--- config.mk ---
export PLATFORM = sky130hd
export DESIGN_NAME = lane_rr_scheduler
export DESIGN_NICKNAME = d
export VERILOG_FILES = /design/src/rtl/lane_rr_scheduler.sv
export SDC_FILE = /design/constraint.sdc
export NUM_CORES = 1
export LEC_CHECK = 0
export CORE_MARGIN = 2
export CORE_UTILIZATION = 55
export CTS_CLUSTER_SIZE = 8
export DETAILED_ROUTE_END_ITERATION = 16
export GPL_TIMING_DRIVEN = 1
export PLACE_DENSITY = 0.8
export REMOVE_ABC_BUFFERS = 1
export SETUP_SLACK_MARGIN = 0.1
export SYNTH_ARGS = -nofsm -noshare
export SYNTH_HDL_FRONTEND = slang
export SYNTH_SLANG_ARGS = --single-unit
--- constraint.sdc ---
create_clock -name clk -period 8.2 [get_ports clk]
set_input_delay 2.05 -clock clk [delete_from_list [all_inputs] [get_ports clk]]
set_output_delay 2.05 -clock clk [all_outputs]
set_load 0.01 [all_outputs]
--- src/rtl/lane_rr_scheduler.sv ---
// lane_rr_fifo: per-lane word buffer with registered occupancy count.
// Latency: a pushed word becomes the head (visible to the reader) after the next edge.
// Backpressure: full_o is registered; pushes while full and pops while empty are dropped.
//   ports: clk, reset (sync, active-high), push_vld_i/push_dat_i write side,
//          pop_i read side, head_dat_o current head word, full_o/empty_o status.
module lane_rr_fifo #(
  parameter int W     = 8,
  parameter int DEPTH = 2
) (
  input  logic         clk,
  input  logic         reset,
  input  logic         push_vld_i,
  input  logic [W-1:0] push_dat_i,
  input  logic         pop_i,
  output logic [W-1:0] head_dat_o,
  output logic         full_o,
  output logic         empty_o
);
  localparam int AW = $clog2(DEPTH);
  localparam int CW = $clog2(DEPTH + 1);

  logic [W-1:0]  mem_q [DEPTH];
  logic [AW-1:0] wr_ptr_q, wr_ptr_d;
  logic [AW-1:0] rd_ptr_q, rd_ptr_d;
  logic [CW-1:0] count_q, count_d;
  logic          push_en, pop_en;

  assign full_o     = (count_q == CW'(DEPTH));
  assign empty_o    = (count_q == '0);
  assign push_en    = push_vld_i && !full_o;
  assign pop_en     = pop_i && !empty_o;
  assign head_dat_o = mem_q[rd_ptr_q];

  // DEPTH is a power of two, so the natural pointer overflow is the modulo wrap.
  always_comb begin
    wr_ptr_d = wr_ptr_q;
    rd_ptr_d = rd_ptr_q;
    count_d  = count_q;
    if (push_en) wr_ptr_d = wr_ptr_q + 1'b1;
    if (pop_en)  rd_ptr_d = rd_ptr_q + 1'b1;
    case ({push_en, pop_en})
      2'b10:   count_d = count_q + 1'b1;
      2'b01:   count_d = count_q - 1'b1;
      default: count_d = count_q;
    endcase
  end

  always_ff @(posedge clk) begin
    if (reset) begin
      wr_ptr_q <= '0;
      rd_ptr_q <= '0;
      count_q  <= '0;
    end else begin
      wr_ptr_q <= wr_ptr_d;
      rd_ptr_q <= rd_ptr_d;
      count_q  <= count_d;
    end
  end

  // Storage needs no reset: count gates every read of it.
  always_ff @(posedge clk) begin
    if (push_en && !reset) mem_q[wr_ptr_q] <= push_dat_i;
  end
endmodule

// lane_rr_scheduler: round-robin grant of four lane FIFOs onto one registered output.
// Latency: word accepted at edge k into an empty system is on the output after edge k+1.
// Backpressure: out_ready_i low freezes the output stage and all FIFO heads; in_ready_o
//   ports: in_data_i/in_valid_i/in_ready_o per-lane inputs, out_data_o/out_lane_o/
//          out_valid_o/out_ready_i output stage, idle_o when nothing is buffered.
module lane_rr_scheduler #(
  parameter int DATA_W = 8,
  parameter int DEPTH  = 2
) (
  input  logic                  clk,
  input  logic                  reset,
  input  logic [4*DATA_W-1:0]   in_data_i,
  input  logic [3:0]            in_valid_i,
  output logic [3:0]            in_ready_o,
  output logic [DATA_W-1:0]     out_data_o,
  output logic                  out_valid_o,
  output logic [1:0]            out_lane_o,
  input  logic                  out_ready_i,
  output logic                  idle_o
);
  typedef enum logic {ST_EMPTY, ST_FULL} state_t;

  state_t                   state_q, state_d;
  logic [1:0]               ptr_q, ptr_d;
  logic [DATA_W-1:0]        out_data_q, out_data_d;
  logic [1:0]               out_lane_q, out_lane_d;

  logic [3:0]               full, empty, push, pop;
  logic [3:0][DATA_W-1:0]   head;
  logic                     found;
  logic [1:0]               grant;
  logic [1:0]               idx;

  // in_ready follows the registered count only, so a same-cycle pop never raises it.
  assign in_ready_o = ~full & {4{~reset}};
  assign push       = in_valid_i & in_ready_o;

  for (genvar i = 0; i < 4; i++) begin : g_lane
    lane_rr_fifo #(.W(DATA_W), .DEPTH(DEPTH)) u_fifo (
      .clk        (clk),
      .reset      (reset),
      .push_vld_i (push[i]),
      .push_dat_i (in_data_i[i*DATA_W +: DATA_W]),
      .pop_i      (pop[i]),
      .head_dat_o (head[i]),
      .full_o     (full[i]),
      .empty_o    (empty[i])
    );
  end

  // First non-empty lane starting at ptr; uses registered counts, so words
  // pushed this cycle are not yet eligible.
  always_comb begin
    found = 1'b0;
    grant = ptr_q;
    idx   = ptr_q;
    for (int k = 0; k < 4; k++) begin
      idx = ptr_q + 2'(k);
      if (!found && !empty[idx]) begin
        found = 1'b1;
        grant = idx;
      end
    end
  end

  always_comb begin
    state_d    = state_q;
    ptr_d      = ptr_q;
    out_data_d = out_data_q;
    out_lane_d = out_lane_q;
    pop        = 4'b0000;
    // Output stage loads when empty or when its word leaves this cycle.
    if (state_q == ST_EMPTY || out_ready_i) begin
      if (found) begin
        state_d    = ST_FULL;
        pop        = 4'b0001 << grant;
        out_data_d = head[grant];
        out_lane_d = grant;
        ptr_d      = grant + 2'd1;
      end else begin
        state_d    = ST_EMPTY;
      end
    end
  end

  always_ff @(posedge clk) begin
    if (reset) begin
      state_q    <= ST_EMPTY;
      ptr_q      <= 2'd0;
      out_data_q <= '0;
      out_lane_q <= 2'd0;
    end else begin
      state_q    <= state_d;
      ptr_q      <= ptr_d;
      out_data_q <= out_data_d;
      out_lane_q <= out_lane_d;
    end
  end

  assign out_valid_o = (state_q == ST_FULL);
  assign out_data_o  = out_data_q;
  assign out_lane_o  = out_lane_q;
  assign idle_o      = (&empty) && !out_valid_o;
endmodule

==> flow_metrics.py <==
metrics = {
    "worst_setup_path": {
        "cp_max_fo": 30,
        "r2r_start": "g_lane[3].u_fifo.count_q[0]",
        "path_cells": "clkdlybuf4s50_1 > buf_4 > a21oi_1 > clkdlybuf4s50_1",
        "slowest_stage": "clkdlybuf4s50_1",
        "r2r_cells": 9,
        "critPathKind": "in2out",
        "required_ns": 6.15,
        "crit_arrival_ns": 3.49,
        "worst_path_most_repeated_cell": "clkdlybuf4s50_1",
        "startpoint_type": "primary input",
        "r2r_slack_ns": 5.26,
        "r2r_end": "g_lane[1].u_fifo.count_q[1]",
        "end_kind": "output pin",
        "critPathMaxStageDelay_ns": 0.59,
    },
    "sta": {
        "fin_crit_ns": 5.54,
        "max_freq_mhz": 180,
        "setup_viol": 0,
        "finalClockSkew_ns": 0.0105,
        "rsz0062_at_grt": "false",
        "period_share": 0.676,
        "report.final.slew_viol_count": 0,
        "tns_ns": 0,
        "slew_headroom": 0.462,
        "worstMarginPinSlew_ns": 0.804,
        "hold_violations": 0,
    },
    "cells_and_area": {
        "finalNetCount": 398,
        "layout_common_cells": "edfxtp_1 (64), clkdlybuf4s50_1 (54), dfxtp_1 (33), a211oi_1 (31), nor2_1 (28)",
        "synthToLayoutAreaGrowth_pct": 20.3,
        "layout_commonest_cell": "edfxtp_1",
        "antennaDiodeCount": 0,
        "drive_gt1_frac": 0.0611,
    },
    "placed_design": {
        "io_buffers": 54,
        "routabilityCongestion": 0.819,
        "dp_hpwl_um": 5380,
    },
    "drt": {
        "wl_per_cell_um": 16.3,
        "drt-initial-drc-count": 155,
        "ant_nets": 0,
        "via_per_inst": 5.51,
        "drc": 0,
        "via_count": 2514,
        "wirelength_um": 7420,
        "dr.pass1.iters": 4,
    },
    "synth": {
        "synth-seq-cells": 97,
        "avgSynthCellArea_sq_um": 13.2,
        "yosysSeqAreaShare": 0.654,
        "yosysWarnings": 0,
        "synth_cell_types": 40,
        "syn_area_sq_um": 3950,
        "syn_inst": 300,
    },
    "floorplanning": {
        "start_util": 0.575,
        "core_area_sq_um": 6870,
        "die_height_um": 88.8,
        "die_x_um": 88.8,
        "ioPinCount": 55,
        "num_rows": 30,
        "die_area_sq_um": 7880,
    },
    "power": {
        "p_int_mw": 1.07,
        "leakage_nw": 1.68,
        "p_switching_uw": 645,
        "pwr-share-seq": 0.393,
        "ir_drop_mv": 0.398,
        "p_comb_frac": 0.433,
        "power_density_nw_per_um2": 361,
        "p_clk_frac": 0.174,
        "power.total_mw": 1.72,
        "swShare": 0.376,
    },
    "global_routing": {
        "grt_first_pass_wirelength_um": 11500,
        "overflow": 0,
        "grt_pass1_vias": 2451,
        "grtUsageTotal": 0.200,
        "grt_max_degree": 38,
        "antenna_found_initial": 0,
    },
    "status": {
        "status": "completed",
    },
    "cts": {
        "post-cts-setup-buffers": 0,
        "cts-root-buf": "clkbuf_8",
        "h-tree-depth": 3,
        "clkSlewWorstSetupHoldPaths_ns": 0.09,
        "hold_buffers": 0,
        "cts_tree": "yes",
        "clk_path_buf_depth": 2,
        "cts_resized": 0,
        "clock-sinks": 97,
        "clkLatencyLatePin_ns": 0.36,
        "numCtsBuffers": 9,
    },
    "hold_path": {
        "hold_start": "out_data_o[3]",
        "hold_path.class": "reg2reg",
        "worstHoldEndpoint": "out_data_o[3]",
        "hold_path_depth": 1,
    },
    "job": {
        "max-cap-violations": 0,
    },
}
## per-layer routing
layer / track usage / up-vias / part of all wire / wire length [um]
li1: - / 1248 / - / -
met1: 0.242 / 1207 / 0.43 / 3160
met2: 0.345 / 46 / 0.53 / 3910
met3: 0.0308 / 13 / 0.029 / 218
met4: 0.105 / 0 / 0.018 / 133
met5: 0 / - / 0 / 0
## cells in the mapped netlist
| master | number | area share |
|---|---|---|
| nor3_1 | 2 | 0.0025 |
| o21bai_1 | 2 | 0.0038 |
| a2bb2oi_1 | 2 | 0.0044 |
| nor4_1 | 2 | 0.0032 |
| nor2b_1 | 16 | 0.025 |
| ha_1 | 4 | 0.013 |
| xor2_1 | 9 | 0.020 |
| buf_6 | 2 | 0.0057 |
| a211oi_1 | 31 | 0.059 |
| o211a_1 | 1 | 0.0025 |
| nor2_1 | 28 | 0.027 |
| nand2_1 | 8 | 0.0076 |
| dfxtp_1 | 33 | 0.17 |
| o2bb2ai_1 | 1 | 0.0022 |
| clkbuf_1 | 6 | 0.0057 |
| a31o_2 | 1 | 0.0022 |
| o21ai_1 | 1 | 0.0013 |
| o21ai_0 | 8 | 0.010 |
| buf_1 | 2 | 0.0019 |
| o211a_4 | 1 | 0.0044 |
| inv_1 | 6 | 0.0057 |
| and2_1 | 1 | 0.0016 |
| a221oi_4 | 1 | 0.0067 |
| a211o_1 | 7 | 0.016 |
| or4_4 | 1 | 0.0028 |
| edfxtp_1 | 64 | 0.49 |
| nand3_1 | 2 | 0.0025 |
| or2_1 | 1 | 0.0016 |
| mux2i_1 | 16 | 0.041 |
| mux2_2 | 2 | 0.0057 |
| a21oi_1 | 14 | 0.018 |
| a21boi_0 | 2 | 0.0038 |
| nand4_1 | 1 | 0.0016 |
| buf_2 | 1 | 0.0013 |
| a21o_1 | 1 | 0.0019 |
| or3_1 | 5 | 0.0079 |
| nand2b_1 | 1 | 0.0016 |
| buf_4 | 1 | 0.0019 |
| and3_1 | 6 | 0.0095 |
| xnor2_1 | 7 | 0.016 |
## layout make-up
class / count / area [sq um]
multi-input cells: 185 / 1280
fillers: 504 / 2110
flip-flops and latches: 97 / 2580
well taps: 96 / 120
clock inverters: 7 / 68.8
inverters: 6 / 22.5
repair buffers: 56 / 556
clock buffers: 9 / 124
## flip-flops by register name (all words and copies together) (netlist names), named ones only
register                count
g_lane.u_fifo.count_q       8
g_lane.u_fifo.mem_q        64
g_lane.u_fifo.rd_ptr_q      4
g_lane.u_fifo.wr_ptr_q      4
out_data_o                  8
out_lane_o                  2
out_valid_o                 1
ptr_q                       2
## power by group through the flow
stage | sequential (mW) | combinational, mW | clock, mW
floorplan | 0.673 | 0.525 | 0
global placement | 0.680 | 0.711 | 0
detailed placement | 0.684 | 0.741 | 0
CTS | 0.673 | 0.746 | 0.303
global route | 0.683 | 0.818 | 0.324
finish | 0.674 | 0.744 | 0.299
## critical path, delay by kind of cell
family                 cells  cell delay (ns)
buffers and inverters      3             1.20
AO/OA/AOI/OAI              1             0.24
## metrics by stage
step	hold WS, ns	setup WS [ns]	instances	area (sq um)	util
6_report	0.466	2.66	456	4750	0.692
5_1_grt	0.486	2.53	456	4750	0.692
4_1_cts	0.470	2.66	456	4750	0.692
3_5_place_dp	0.450	2.67	440	4560	0.664
3_3_place_gp	0.443	2.69	440	4560	0.664
2_1_floorplan	0.472	3.84	288	3890	-
## logic make-up after synthesis
group           after synthesis  share of synthesized area
xor+xnor                     16                     0.0355
mux                          18                     0.0462
compound gates               73                      0.136
buf+inv                      18                     0.0222
simple gates                 74                     0.0944
fa+ha+maj                     4                     0.0127
flops                        97                      0.654
## how the worst max path moves through the flow
stage / startpoint / end
floorplan: reset / in_ready_o[0]
global placement: reset / in_ready_o[3]
detailed placement: reset / in_ready_o[2]
CTS: reset / in_ready_o[1]
global route: reset / in_ready_o[1]
finish: reset / in_ready_o[1]
Power figures use the tool's default switching activity.
